**config.mk**
```make
export PLATFORM = sky130hd
export DESIGN_NAME = sw_debounce
export DESIGN_NICKNAME = d
export VERILOG_FILES = /design/src/rtl/sw_debounce.sv
export SDC_FILE = /design/constraint.sdc
export NUM_CORES = 1
export LEC_CHECK = 0
export CORE_AREA = 4 4 60 62
export DETAILED_ROUTE_END_ITERATION = 10
export DIE_AREA = 0 0 64 66
export HOLD_SLACK_MARGIN = 0.1
export PLACE_DENSITY = 0.72
export SETUP_SLACK_MARGIN = 0.5
export SLEW_MARGIN = 20
export SYNTH_ARGS = -nofsm -noshare
export SYNTH_HDL_FRONTEND = slang
export SYNTH_SLANG_ARGS = --single-unit
```
**constraint.sdc**
```tcl
create_clock -name clk -period 3.4 [get_ports clk]
set_input_delay 0.34 -clock clk [delete_from_list [all_inputs] [get_ports clk]]
set_output_delay 0.34 -clock clk [all_outputs]
set_load 0.03 [all_outputs]
```
**src/rtl/sw_debounce.sv**
```systemverilog
// Switch/pushbutton debouncer: two-flop synchronizer feeding a four-state
// stability FSM, with registered edge pulses, a T flip-flop and a rise counter.
module sw_debounce #(
  parameter int unsigned DEBOUNCE_CYCLES = 500000
) (
  input  logic       clk,
  input  logic       rst_n,
  input  logic       sw_raw,
  output logic       sw_level,
  output logic       rise_pulse,
  output logic       fall_pulse,
  output logic       toggle_q,
  output logic [7:0] rise_count
);

  localparam logic [19:0] N = 20'(DEBOUNCE_CYCLES);

  typedef enum logic [1:0] {
    IDLE_LOW,
    WAIT_HIGH,
    IDLE_HIGH,
    WAIT_LOW
  } state_t;

  logic        sync_meta;
  logic        sync;
  state_t      state, state_nxt;
  logic [19:0] cnt, cnt_nxt;
  logic        level_nxt;
  logic        rise_nxt;
  logic        fall_nxt;

  // sync_meta may go metastable; only sync is allowed to reach the FSM.
  // NOTE: clocked state uses non-blocking (<=) so every flop samples pre-edge values.
  always_ff @(posedge clk or negedge rst_n) begin
    if (!rst_n) begin
      sync_meta <= 1'b0;
      sync      <= 1'b0;
    end else begin
      sync_meta <= sw_raw;
      sync      <= sync_meta;
    end
  end

  // NOTE: every always_comb output gets a default first, otherwise a latch is inferred.
  always_comb begin
    state_nxt = state;
    cnt_nxt   = cnt;
    level_nxt = sw_level;
    rise_nxt  = 1'b0;
    fall_nxt  = 1'b0;
    unique case (state)
      IDLE_LOW: begin
        if (sync) begin
          state_nxt = WAIT_HIGH;
          cnt_nxt   = 20'd1;
        end else begin
          cnt_nxt   = '0;
        end
      end
      WAIT_HIGH: begin
        if (!sync) begin
          state_nxt = IDLE_LOW;
          cnt_nxt   = '0;
        end else if (cnt == N) begin
          state_nxt = IDLE_HIGH;
          level_nxt = 1'b1;
          rise_nxt  = 1'b1;
          cnt_nxt   = '0;
        end else begin
          cnt_nxt   = cnt + 20'd1;
        end
      end
      IDLE_HIGH: begin
        if (!sync) begin
          state_nxt = WAIT_LOW;
          cnt_nxt   = 20'd1;
        end else begin
          cnt_nxt   = '0;
        end
      end
      WAIT_LOW: begin
        if (sync) begin
          state_nxt = IDLE_HIGH;
          cnt_nxt   = '0;
        end else if (cnt == N) begin
          state_nxt = IDLE_LOW;
          level_nxt = 1'b0;
          fall_nxt  = 1'b1;
          cnt_nxt   = '0;
        end else begin
          cnt_nxt   = cnt + 20'd1;
        end
      end
      default: begin
        state_nxt = IDLE_LOW;
        cnt_nxt   = '0;
      end
    endcase
  end

  // Pulses, level, toggle and counter all update on the edge that accepts the change.
  always_ff @(posedge clk or negedge rst_n) begin
    if (!rst_n) begin
      state      <= IDLE_LOW;
      cnt        <= '0;
      sw_level   <= 1'b0;
      rise_pulse <= 1'b0;
      fall_pulse <= 1'b0;
      toggle_q   <= 1'b0;
      rise_count <= '0;
    end else begin
      state      <= state_nxt;
      cnt        <= cnt_nxt;
      sw_level   <= level_nxt;
      rise_pulse <= rise_nxt;
      fall_pulse <= fall_nxt;
      toggle_q   <= toggle_q ^ rise_nxt;
      rise_count <= rise_count + 8'(rise_nxt);
    end
  end

endmodule

```
==> results of run 1 <==
[cell type report]
| type | instances | area (µm²) | share of cell area [%] |
|---|---|---|---|
| multi-input combinational | 106 | 719 | 37.2 |
| clock inverter | 2 | 35.0 | 1.81 |
| timing repair buffer | 16 | 155 | 8.03 |
| sequential | 36 | 901 | 46.6 |
| inverter | 7 | 26.3 | 1.36 |
| tap | 44 | 55.1 | 2.85 |
| clock buffer | 6 | 41.3 | 2.14 |
[layer usage]
metal  wire (µm)  vias up
li1            -      574
met1        1270      560
met2        1460       27
met3         115        4
met4          30        0
met5           0        -
[cell usage in the layout, fill, tap and decap left out, types with 4 or more instances in the layout]
| master | netlist | layout |
|---|---|---|
| dfrtp_1 | 36 | 36 |
| nor2_1 | 17 | 17 |
| xnor2_1 | 14 | 14 |
| clkdlybuf4s50_1 | 0 | 14 |
| nand3_1 | 8 | 8 |
| xor2_1 | 8 | 8 |
| nand4_1 | 8 | 8 |
| inv_1 | 7 | 7 |
| o21ai_0 | 7 | 7 |
| nand2_1 | 7 | 7 |
| clkbuf_4 | 0 | 5 |
| or3_1 | 4 | 4 |
| a21oi_1 | 4 | 4 |
| nor3_1 | 4 | 4 |
[sequential cells by signal (all words and copies together) (netlist names), named ones only]
name,flops
sync,1
rise_count,8
toggle_q,1
cnt,20
sync_meta,1
state,1
rise_pulse,1
fall_pulse,1
sw_level,1
[worst max-delay path, delay by kind of cell, from the launching register on]
kind	cells	cell delay [ps]
flops	1	440
xor+xnor	1	140
fa+ha+maj	2	410
simple gates	5	1570
[stage by stage]
| stage | cell area (µm²) | setup WS, ps |
|---|---|---|
| after floorplan | 1660 | 706 |
| after CTS | 1920 | 567 |
| after global placement | 1850 | 644 |
| final | 1930 | 739 |
| after global routing | 1930 | 604 |
| after detailed placement | 1850 | 586 |
[worst paths after layout]
check | slack [ps] | start | to
worst max register to register | 740 | cnt[6] | rise_count[6]
min in group asynchronous | 410 | rst_n | rise_count[4]
worst min register to register | 400 | sync_meta | sync
worst min-delay path | 400 | sync_meta | sync
worst max-delay path | 740 | cnt[6] | rise_count[6]
max in group asynchronous | 2680 | rst_n | cnt[4]
[power groups by stage]
stage / combinational, µW / sequential (µW) / clock, µW
floorplan: 10.2 / 442 / 0
global placement: 22.5 / 443 / 0
detailed placement: 22.8 / 443 / 0
CTS: 23.0 / 435 / 298
global route: 25.7 / 436 / 320
finish: 21.9 / 435 / 287
[cells by family after synthesis]
kind of cell / count (synthesis) / synth area share, %
DFF: 36 / 54.3
xor gates and xnor gates: 22 / 11.6
and+or+nand+nor: 65 / 22.6
AOI/OAI and AO/OA: 15 / 6.03
adders and majority gates: 4 / 3.02
buffers and inverters: 10 / 2.49
[what timing repair did]
action | in CTS | in global routing
endpoints found under the setup margin | 0 | 1
gates resized for setup | 0 | 1
buffers inserted | 0 | 1
==> results.sh, run 1 <==
export IMPL_outcome="finished clean"
export IMPL_core_um2=3030
export IMPL_max_cap_viol_count=0
export IMPL_mappedNetlistArea_um2=1660
export IMPL_cts_root_buf="clkbuf_4"
export IMPL_fin_crit_ps=2660
export IMPL_initial_utilization_pct=54.8
export IMPL_areaGrowthSynthToFinish_pct=16.5
export IMPL_drcViolationCount=0
export IMPL_crit_path_end_kind="register"
export IMPL_use_met2_pct=26.1
export IMPL_yosysMostFrequentCell="dfrtp_1"
export IMPL_avgSynthCellArea_um2=10.9
export IMPL_grt_max_degree=37
export IMPL_arrival_ps=2880
export IMPL_clock_latency_ps=330
export IMPL_synth_area_top_cells="dfrtp_1 54%, xnor2_1 7.4%, xor2_1 4.2%"
export IMPL_grt_use_met3_pct=4.25
export IMPL_first_iter_violations=68
export IMPL_skew_ps=11.6
export IMPL_fmax_ghz=0.376
export IMPL_grt_pass1_wl_mm=5.26
export IMPL_hold_viol_final=0
export IMPL_ys_warn_count=0
export IMPL_startpoint_type="register"
export IMPL_p_comb_share_pct=2.9
export IMPL_final_nets=179
export IMPL_internal_power_uw=592
export IMPL_cpMaxStageDelayCell="or4_4"
export IMPL_wl_per_cell_um=13.3
export IMPL_power_density_nw_per_um2=385
export IMPL_vias_per_cell=5.37
export IMPL_yosysUniqueCellTypes=30
export IMPL_drive_gt1_share_pct=8.67
export IMPL_place_congestion=0.796
export IMPL_sw_frac_of_total_pct=20.4
export IMPL_yosys_register_bits=36
export IMPL_slew_viol_final=0
export IMPL_die_w_um=64
export IMPL_drtAntennaViolNets=0
export IMPL_clockBufferDepth=2
export IMPL_yosys_top_cells_count="36 x dfrtp_1, 17 x nor2_1, 14 x xnor2_1"
export IMPL_fin_util_pct=63.8
export IMPL_reg2reg_depth=8
export IMPL_die_y_um=66
export IMPL_hold_buffers=0
export IMPL_slew_headroom_pct=64.7
export IMPL_tightestPinTransition_ps=527
export IMPL_switching_power_uw=151
export IMPL_synthFlopType="dfrtp_1"
export IMPL_grt_use_total_pct=16.1
export IMPL_power_uw=743
export IMPL_whs_ps=396
export IMPL_drt_pass1_iter_count=4
export IMPL_use_met1_pct=20.2
export IMPL_synth_edf_count=0
export IMPL_final_setup_tns_ps=0
export IMPL_grt_pass1_vias=1159
export IMPL_vdd_drop_max_mv=0.300
export IMPL_yosys_area_top_type="dfrtp_1"
export IMPL_worstPathMaxFanout=5
export IMPL_holdCritPathClass="reg2reg"
export IMPL_crit_chain="or4b_1 -> or4_4 -> nor4_4 -> ha_2 -> ha_1 -> and3_1 -> nand3_1 -> xnor2_1"
export IMPL_cts_tree="yes"
export IMPL_crit_type="reg2reg"
export IMPL_p_leak_uw=0.000799
export IMPL_fillers=226
export IMPL_async_flop_share_pct=100
export IMPL_hold_path_depth=0
export IMPL_rows=20
export IMPL_diodes=0
export IMPL_wirelength_mm=2.88
export IMPL_h_tree_depth=2
export IMPL_synthCells=152
export IMPL_instances_no_fill=217
export IMPL_clock_power_share_pct=38.6
export IMPL_hpwl_mm=2.07
export IMPL_fin_crit_sh_pct=78.3
export IMPL_io_pins=15
export IMPL_crit_required_ps=3620
export IMPL_cts_clk_slew_worst_paths_ps=110
export IMPL_p_seq_share_pct=58.5
export IMPL_syn_num_nets=159
export IMPL_ys_seq_area_share_pct=54.3
export IMPL_rsz0062_at_grt="false"
export IMPL_slowest_delay_ps=550
export IMPL_num_vias=1165
export IMPL_antenna_found_initial=0
export IMPL_finalSetupViolations=0
export IMPL_cts_sinks=36
export IMPL_portBuffers=14
export IMPL_grt_ovfl_total=0
export IMPL_cts_buffers_inserted=5
export IMPL_top_usage_layer="met2"
export IMPL_placed_cells=208
export IMPL_synth_top_area_share_pct=54.3
export IMPL_die_area_um2=4220
Note: power is estimated with default switching activity, not from simulation.
==> run 2, diff against run 1 <==
==> constraint.sdc (replaced) <==
create_clock -name clk -period 2.6 [get_ports clk]
set_input_delay 0.26 -clock clk [delete_from_list [all_inputs] [get_ports clk]]
set_output_delay 0.26 -clock clk [all_outputs]
set_load 0.03 [all_outputs]
==> run 2 against run 1 <==
Compared with the run above:
- sequential power rose by 31%
- maximum frequency rose by 8.2%
- clock skew fell by 5.1 ps
- critical endpoint unchanged
- worst hold slack got worse by 84 ps
- utilization rose by 5.4 points
- highest routed layer unchanged
- design area rose by 8.5%
- routed wire length rose by 14%
- critical path type unchanged
==> results.sh, run 2 (same netlist as run 1, synthesis figures left out) <==
export IMPL_grt_max_degree=37
export IMPL_power_density_nw_per_um2=437
export IMPL_largest_reg_flops=20
export IMPL_cts_clk_slew_worst_paths_ps=100
export IMPL_outcome="finished clean"
export IMPL_vias_per_cell=5.55
export IMPL_h_tree_depth=2
export IMPL_cts_buffers_inserted=5
export IMPL_top_register="cnt"
export IMPL_drcViolationCount=0
export IMPL_grt_pass1_wl_mm=5.60
export IMPL_critPathBufInv=0
export IMPL_hold_viol_final=0
export IMPL_final_setup_tns_ps=0
export IMPL_fmax_ghz=0.407
export IMPL_reg2reg_depth=8
export IMPL_die_area_um2=4220
export IMPL_drive_gt1_share_pct=19.8
export IMPL_grt_pass1_vias=1279
export IMPL_slew_viol_final=0
export IMPL_num_vias=1283
export IMPL_crit_type="reg2reg"
export IMPL_arrival_ps=2700
export IMPL_io_pins=15
export IMPL_drt_pass1_iter_count=4
export IMPL_tightestPinTransition_ps=437
export IMPL_core_um2=3030
export IMPL_worstPathMaxFanout=3
export IMPL_clockBufferDepth=2
export IMPL_drtAntennaViolNets=0
export IMPL_startpoint_type="register"
export IMPL_skew_ps=6.48
export IMPL_wl_per_cell_um=14.3
export IMPL_final_nets=193
export IMPL_fin_crit_sh_pct=94.6
export IMPL_p_leak_uw=0.000868
export IMPL_cpMaxStageDelayCell="or4b_4"
export IMPL_clock_latency_ps=340
export IMPL_grt_ovfl_total=0
export IMPL_power_uw=916
export IMPL_holdCritPathClass="in2async"
export IMPL_first_iter_violations=55
export IMPL_cp_depth=8
export IMPL_vdd_drop_max_mv=0.320
export IMPL_die_w_um=64
export IMPL_diodes=0
export IMPL_grt_use_total_pct=17.2
export IMPL_die_y_um=66
export IMPL_fillers=235
export IMPL_fin_crit_ps=2460
export IMPL_crit_required_ps=2840
export IMPL_areaGrowthSynthToFinish_pct=26.4
export IMPL_wirelength_mm=3.30
export IMPL_max_cap_viol_count=0
export IMPL_cts_tree="yes"
export IMPL_rows=20
export IMPL_final_cell_mix="36 x dfrtp_1, 17 x nor2_1, 14 x xnor2_1, 14 x clkdlybuf4s50_1, 10 x buf_4"
export IMPL_finalSetupViolations=0
export IMPL_whs_ps=313
export IMPL_place_congestion=0.803
export IMPL_top_regs="cnt (20), rise_count (8)"
export IMPL_crit_family="simple AND/OR/NAND/NOR gates"
export IMPL_hpwl_mm=2.12
export IMPL_slowest_delay_ps=530
export IMPL_slew_headroom_pct=70.9
export IMPL_cts_root_buf="clkbuf_4"
export IMPL_mostFrequentLayoutCell="dfrtp_1"
export IMPL_crit_path_end_kind="register"
export IMPL_rsz0062_at_grt="true"
export IMPL_antenna_found_initial=0
export IMPL_portBuffers=14
export IMPL_hold_buffers=0
export IMPL_initial_utilization_pct=54.8
export IMPL_crit_chain="or4b_4 -> or4_4 -> nor4_4 -> ha_2 -> ha_4 -> and3_4 -> nand3_2 -> xnor2_1"
export IMPL_cts_sinks=36
-- run 2: cell count changes in the layout (fill, tap and decap cells not counted), sizes merged --
| cell | before | now |
|---|---|---|
| clkinv | 1 | 0 |
| bufinv | 1 | 0 |
| buf | 2 | 16 |
| clkbuf | 6 | 8 |
-- run 2: layout make-up --
class	count	area [µm²]	area share [%]
clock buffer	8	58.8	2.80
timing repair buffer	30	283	13.5
multi-input combinational	106	773	36.9
tap	44	55.1	2.63
inverter	7	26.3	1.25
sequential	36	901	43.0
-- run 2: worst register-to-register path: stages (launching register included) --
cell and delay, ps:
dfrtp_1 400, or4b_4 530, or4_4 460, nor4_4 170, ha_2 260, ha_4 130, and3_4 190, nand3_2 80
xnor2_1 130
-- run 2: path summary, 6_finish.rpt --
kind | slack [ps] | from | end
max | 140 | cnt[12] | rise_count[6]
min | 310 | rst_n | cnt[18]
max reg2reg | 140 | cnt[12] | rise_count[6]
min reg2reg | 370 | sync_meta | sync
max in group asynchronous | 1970 | rst_n | rise_pulse
min in group clk | 360 | sw_raw | sync_meta
-- run 2: report_power, final --
part	leakage (µW)	switching (µW)	total, µW	internal [µW]
sequential	0.000494	4.67	569	564
combinational	0.000342	22.5	36.8	14.2
clock	0.0000326	178	311	133
total	0.000868	205	916	712
-- run 2: metrics by stage --
| stage | utilization [%] | instances | setup WS (ps) | area (µm²) |
|---|---|---|---|---|
| floorplan | - | 152 | 103 | 1680 |
| global placement | 62.1 | 209 | 140 | 1880 |
| detailed placement | 62.1 | 209 | 75.2 | 1880 |
| CTS | 66.6 | 226 | 152 | 2020 |
| global route | 69.3 | 231 | 20.3 | 2100 |
| finish | 69.3 | 231 | 141 | 2100 |
-- run 2: layer usage --
layer | wire length, µm | up-vias | GRT usage, %
met2 | 1580 | 38 | 26.8
met4 | 68 | 0 | 8.63
met5 | 0 | - | 0
met1 | 1460 | 635 | 21.5
met3 | 191 | 8 | 5.61
li1 | - | 602 | -
-- run 2: what timing repair did --
item | 4_1_cts | 5_1_grt
pin swaps | 2 | 4
gates resized for setup | 2 | 13
setup buffers | 9 | 3
setup endpoints to repair | 27 | 31
cloned | 0 | 2
